<file path="config.mk">
export PLATFORM = sky130hd
export DESIGN_NAME = path_trace_sequencer
export DESIGN_NICKNAME = d
export VERILOG_FILES = /design/src/rtl/path_trace_sequencer.sv
export SDC_FILE = /design/constraint.sdc
export NUM_CORES = 1
export LEC_CHECK = 0
export BUFFER_PORTS_ARGS = -buffer_cell sky130_fd_sc_hd__clkbuf_2
export CAP_MARGIN = 20
export CORE_UTILIZATION = 49
export CTS_CLUSTER_DIAMETER = 150
export DETAILED_ROUTE_END_ITERATION = 8
export GPL_TIMING_DRIVEN = 0
export PLACE_DENSITY = 0.88
export SYNTH_ARGS = -nofsm -noshare
export SYNTH_HDL_FRONTEND = slang
export SYNTH_SLANG_ARGS = --single-unit
</file>
<file path="constraint.sdc">
create_clock -name clk -period 1.9 [get_ports clk]
set_input_delay 0.38 -clock clk [delete_from_list [all_inputs] [get_ports clk]]
set_output_delay 0.38 -clock clk [all_outputs]
set_load 0.05 [all_outputs]
</file>
<file path="src/rtl/path_trace_sequencer.sv">
// Frame sequencer for a path tracer: walks tiles, samples and bounces through the
// ray-gen/trace/shade/accumulate stages. Macro PATH_TRACE_EARLY_TERMINATE_EN enables miss early-out.
module path_trace_sequencer #(
    parameter int unsigned NUM_TILES   = 64,
    parameter int unsigned SPP         = 8,
    parameter int unsigned MAX_BOUNCES = 4
) (
    input  logic                clk,
    input  logic                rst,
    input  logic                i_frame_start,
    output logic                o_frame_busy,
    output logic                o_frame_done,
    output logic                o_gen_start,
    output logic                o_trace_start,
    output logic                o_shade_start,
    output logic                o_accum_start,
    input  logic                i_gen_busy,
    input  logic                i_trace_busy,
    input  logic                i_shade_busy,
    input  logic                i_accum_busy,
    input  logic                i_trace_any_hit,
    output logic [((NUM_TILES > 1) ? $clog2(NUM_TILES) : 1)-1:0]     o_tile_ndx,
    output logic [((SPP > 1) ? $clog2(SPP) : 1)-1:0]                 o_sample_ndx,
    output logic [((MAX_BOUNCES > 1) ? $clog2(MAX_BOUNCES) : 1)-1:0] o_bounce_ndx,
    output logic [31:0]         o_frame_cycles
);

    localparam int unsigned TILE_W   = (NUM_TILES > 1) ? $clog2(NUM_TILES) : 1;
    localparam int unsigned SAMPLE_W = (SPP > 1) ? $clog2(SPP) : 1;
    localparam int unsigned BOUNCE_W = (MAX_BOUNCES > 1) ? $clog2(MAX_BOUNCES) : 1;

    localparam logic [TILE_W-1:0]   TILE_LAST   = TILE_W'(NUM_TILES - 1);
    localparam logic [SAMPLE_W-1:0] SAMPLE_LAST = SAMPLE_W'(SPP - 1);
    localparam logic [BOUNCE_W-1:0] BOUNCE_LAST = BOUNCE_W'(MAX_BOUNCES - 1);

    typedef enum logic [3:0] {
        StIdle,
        StGen,
        StGenWait,
        StTrace,
        StTraceWait,
        StShade,
        StShadeWait,
        StAccum,
        StAccumWait,
        StDone
    } state_t;

    state_t              r_state;
    state_t              w_state_next;
    logic [TILE_W-1:0]   r_tile_ndx;
    logic [TILE_W-1:0]   w_tile_next;
    logic [SAMPLE_W-1:0] r_sample_ndx;
    logic [SAMPLE_W-1:0] w_sample_next;
    logic [BOUNCE_W-1:0] r_bounce_ndx;
    logic [BOUNCE_W-1:0] w_bounce_next;
    logic                r_hit_latch;
    logic                w_hit_next;
    logic [31:0]         r_frame_cycles;
    logic [31:0]         w_cycles_next;
    logic                w_bounce_end;

`ifdef PATH_TRACE_EARLY_TERMINATE_EN
    // A missed ray is shaded once (sky/environment) and the sample ends there.
    assign w_bounce_end = (r_bounce_ndx == BOUNCE_LAST) || !r_hit_latch;
`else
    logic w_unused_hit_latch;
    assign w_unused_hit_latch = r_hit_latch;
    assign w_bounce_end       = (r_bounce_ndx == BOUNCE_LAST);
`endif

    always_ff @(posedge clk) begin
        if (rst) begin
            r_state        <= StIdle;
            r_tile_ndx     <= '0;
            r_sample_ndx   <= '0;
            r_bounce_ndx   <= '0;
            r_hit_latch    <= 1'b0;
            r_frame_cycles <= '0;
        end else begin
            r_state        <= w_state_next;
            r_tile_ndx     <= w_tile_next;
            r_sample_ndx   <= w_sample_next;
            r_bounce_ndx   <= w_bounce_next;
            r_hit_latch    <= w_hit_next;
            r_frame_cycles <= w_cycles_next;
        end
    end

    always_comb begin
        w_state_next  = r_state;
        w_tile_next   = r_tile_ndx;
        w_sample_next = r_sample_ndx;
        w_bounce_next = r_bounce_ndx;
        w_hit_next    = r_hit_latch;
        w_cycles_next = r_frame_cycles;

        // Counts every busy cycle, DONE included; saturates rather than wraps.
        if (r_state != StIdle && r_frame_cycles != 32'hFFFF_FFFF) begin
            w_cycles_next = r_frame_cycles + 32'd1;
        end

        unique case (r_state)
            StIdle: begin
                if (i_frame_start) begin
                    w_state_next  = StGen;
                    w_tile_next   = '0;
                    w_sample_next = '0;
                    w_bounce_next = '0;
                    w_cycles_next = '0;
                end
            end
            StGen:       w_state_next = StGenWait;
            StGenWait: begin
                if (!i_gen_busy) begin
                    w_state_next  = StTrace;
                    w_bounce_next = '0;
                end
            end
            StTrace:     w_state_next = StTraceWait;
            StTraceWait: begin
                if (!i_trace_busy) begin
                    w_hit_next   = i_trace_any_hit;
                    w_state_next = StShade;
                end
            end
            StShade:     w_state_next = StShadeWait;
            StShadeWait: begin
                if (!i_shade_busy) begin
                    if (w_bounce_end) begin
                        w_state_next = StAccum;
                    end else begin
                        w_bounce_next = r_bounce_ndx + BOUNCE_W'(1);
                        w_state_next  = StTrace;
                    end
                end
            end
            StAccum:     w_state_next = StAccumWait;
            StAccumWait: begin
                if (!i_accum_busy) begin
                    if (r_sample_ndx < SAMPLE_LAST) begin
                        w_sample_next = r_sample_ndx + SAMPLE_W'(1);
                        w_state_next  = StGen;
                    end else begin
                        w_sample_next = '0;
                        if (r_tile_ndx < TILE_LAST) begin
                            w_tile_next  = r_tile_ndx + TILE_W'(1);
                            w_state_next = StGen;
                        end else begin
                            w_state_next = StDone;
                        end
                    end
                end
            end
            StDone:      w_state_next = StIdle;
            default:     w_state_next = StIdle;
        endcase
    end

    // Start pulses come straight from the issue states, so at most one is ever high.
    assign o_gen_start    = (r_state == StGen);
    assign o_trace_start  = (r_state == StTrace);
    assign o_shade_start  = (r_state == StShade);
    assign o_accum_start  = (r_state == StAccum);
    assign o_frame_busy   = (r_state != StIdle);
    assign o_frame_done   = (r_state == StDone);
    assign o_tile_ndx     = r_tile_ndx;
    assign o_sample_ndx   = r_sample_ndx;
    assign o_bounce_ndx   = r_bounce_ndx;
    assign o_frame_cycles = r_frame_cycles;

endmodule

</file>
==> metrics.md <==
| Metric | Value |
|---|---|
| Status | `finished with violations` |
| Failing checks | `negative setup slack` |
| Post-synthesis mux area share | `1.24%` |
| Post-synthesis compound-gate area fraction | `19.7%` |
| Reg area | `1030 sq um` |
| Largest net degree at the start of global routing | `15` |
| Top sig layer | `met4` |
| Drt initial violations | `283` |
| Internal power | `1.74 mW` |
| Initial core utilization | `51.9%` |
| Worst Skew | `7.16 ps` |
| VDD IR-drop max | `0.733 mV` |
| Ys flop type | `dfxtp_1` |
| RSZ-0062 raised after global routing | `true` |
| Yosys top cell area share | `37.4%` |
| Max Slew Vio Count | `0` |
| Total number of vias | `2945` |
| Mean Syn Cell Area | `8.07 sq um` |
| Fillers | `355` |
| # setup viols final | `17` |
| Vias in the first global route | `2449` |
| WL/cell | `16.5 um` |
| Clock insertion delay at the later pin of the skew report | `300 ps` |
| Max Cap Violations | `0` |
| Ports | `57` |
| Initial antenna violation count | `0` |
| Xor and xnor area share after synthesis | `2.78%` |
| Final Hold Viols | `0` |
| Die width | `73.7 um` |
| Pre-antenna DRT Iters | `5` |
| DRT met1 WL | `3190 um` |
| Row cnt | `25` |
| NetSw | `1.23 mW` |
| Min Clock Period, post-route | `2050 ps` |
| Switching share of total power | `41.5%` |
| Synth top area cells | `dfxtp_1, a21oi_1, or3_1` |
| Power Dens Cells | `828 nW/um^2` |
| Startpoint types | `register` |
| Clk sinks | `47` |
| Leakage | `1.35 nW` |
| Mapped cell area | `2520 sq um` |
| Simple-gate share of the synthesized area | `32.2%` |
| Chip height | `73.7 um` |
| Final WS setup | `-153 ps` |
| Number of flops mapped to enable cells by yosys | `0` |
| Worst path required time | `2120 ps` |
| Synth async-reset ratio | `0%` |
| Largest family of logic cells by synthesized area | `simple AND/OR/NAND/NOR gates` |
| RePlAce Congestion | `0.887` |
| TritonCTS clock tree | `built` |
| Top-count cell post-synth | `dfxtp_1` |
| Inserted Diodes | `0` |
| Period utilisation layout | `108%` |
| Register share of total power | `37.3%` |
| H-tree Lvls | `2` |
| Residual DRC count | `0` |
| Vias per cell | `6.23` |
| Share of layout cells above drive strength 1 | `45.1%` |
| TritonCTS Buffers | `5` |
| Nets | `417` |
| IO Port Bufs | `55` |
| Synth area leader | `dfxtp_1` |
| Syn nets | `324` |
| CTS clk-pin slew, worst paths | `90 ps` |
| Synth warn | `0` |
| Multi-input gate area | `1680 sq um` |
| Die area | `5430 sq um` |
| Max Freq | `487 MHz` |
| Crit path kind | `reg2reg` |
| CP Max Fanout | `8` |
| Nature of the critical path endpoint | `register` |
| CTS Buffer Depth | `2` |
| Core area | `4850 sq um` |
| Metal3 WL | `519 um` |
| Sequential share of the synthesized area | `37.4%` |
| Clk root buf | `clkbuf_8` |
| Final antenna-violating net count | `0` |
| Rel. slew slack | `65.2%` |
| Combinational fraction of design power | `42.8%` |
| Hold Path Class | `in2reg` |
| Netlist cell types | `54` |
| DPL Wire Length | `4640 um` |
| Synthesized-area fraction occupied by adder cells | `1.99%` |
| Util after Layout | `74.2%` |
| Arrival time at the worst endpoint | `2280 ps` |
| Area delta synth->final | `42.8%` |
| GRT overflow | `0` |
| First-pass GRT wire length | `10900 um` |
| Slew @ Worst Pin | `521 ps` |
| Post-synth top cells | `dfxtp_1, a21oi_1, nand2_1, nor2_1, o21ai_0` |
| Gate Count Post-Synth | `312` |
| Routed WL | `7830 um` |
| Register bit total from synthesis | `47` |
| Min Hold Slack | `460 ps` |
| Met2 wire length | `3850 um` |
| Clock power share | `19.9%` |
| Gr usage total | `25.6%` |
==> cell families (layout without fill, tap and decap cells) <==
logic type / count (synthesis) / count (layout)
buffers and inverters: 23 / 117
XOR/XNOR: 8 / 8
flip-flops: 47 / 47
multiplexers: 3 / 3
AO/OA/AOI/OAI: 81 / 81
AND/OR/NAND/NOR: 146 / 146
adder cells (fa/ha/maj): 4 / 4
==> repair_timing <==
action | in CTS | in global routing
gates cloned | 0 | 2
hold buffers | 0 | 0
setup buffers | 11 | 20
pin swaps | 9 | 30
gates resized for setup | 31 | 31
endpoints found under the setup margin | 44 | 39
==> sequential cells by signal, indices dropped and copies added, names as in the netlist <==
name            flops
o_sample_ndx        3
r_state             4
o_tile_ndx          6
o_frame_cycles     32
o_bounce_ndx        2
==> routing by layer <==
metal	global-route usage (%)	vias up
li1	-	1360
met1	33.6	1380
met2	41.5	170
met3	4.39	35
met4	10.9	0
met5	0	-
==> worst max-delay path: stages (launching register included) <==
cell and delay [ps]:
dfxtp_4 380, nor4_4 50, buf_4 150, or4_4 490
a311o_2 390, or3_1 380, a21oi_1 140
==> power by group through the flow <==
stage / Combinational, mW / Clock [mW] / Sequential (mW)
finish: 1.27 / 0.592 / 1.11
global placement: 0.938 / 0 / 1.11
CTS: 1.14 / 0.600 / 1.11
detailed placement: 0.968 / 0 / 1.12
global route: 1.36 / 0.652 / 1.12
floorplan: 0.672 / 0 / 1.19
==> metrics by stage <==
step | power [mW] | setup WS, ps | instances | TNS, ps | area (sq um)
finish | 2.98 | -153 | 473 | -867 | 3600
global route | 3.12 | -232 | 473 | -2490 | 3600
CTS | 2.86 | -208 | 453 | -1260 | 3310
detailed placement | 2.08 | -495 | 434 | -10520 | 3030
global placement | 2.05 | -420 | 434 | -7790 | 3030
floorplan | 1.86 | -334 | 312 | -1860 | 2670
==> path summary, 6_finish.rpt <==
path / from / end / slack (ps) / depth (start not counted)
worst max-delay path: r_state[1]$_SDFFE_PP0P_ / o_frame_cycles[15]$_SDFF_PP0_ / -150 / 6
worst max register to register: r_state[1]$_SDFFE_PP0P_ / o_frame_cycles[15]$_SDFF_PP0_ / -150 / 6
worst min-delay path: rst / o_frame_cycles[26]$_SDFF_PP0_ / 460 / 4
worst min register to register: o_frame_cycles[12]$_SDFF_PP0_ / o_frame_cycles[12]$_SDFF_PP0_ / 500 / 1
==> layout by cell type, fill, tap and decap left out, types with 12 or more instances in the layout <==
master	count
nand3_1	20
dfxtp_2	17
nor2_1	21
nand2_1	27
o21ai_0	18
dfxtp_4	19
or3_1	12
buf_4	30
a21oi_1	22
clkbuf_2	51
==> cell type report <==
| class | count | share of cell area, % |
|---|---|---|
| Buffer | 11 | 2.51 |
| Clock buffer | 5 | 1.91 |
| Clock inverter | 3 | 0.418 |
| Inverter | 10 | 1.04 |
| Multi-Input combinational cell | 242 | 46.7 |
| Sequential cell | 47 | 28.7 |
| Tap cell | 67 | 2.33 |
| Timing Repair Buffer | 88 | 16.3 |
No activity file was read; power rests on OpenSTA's default activity.
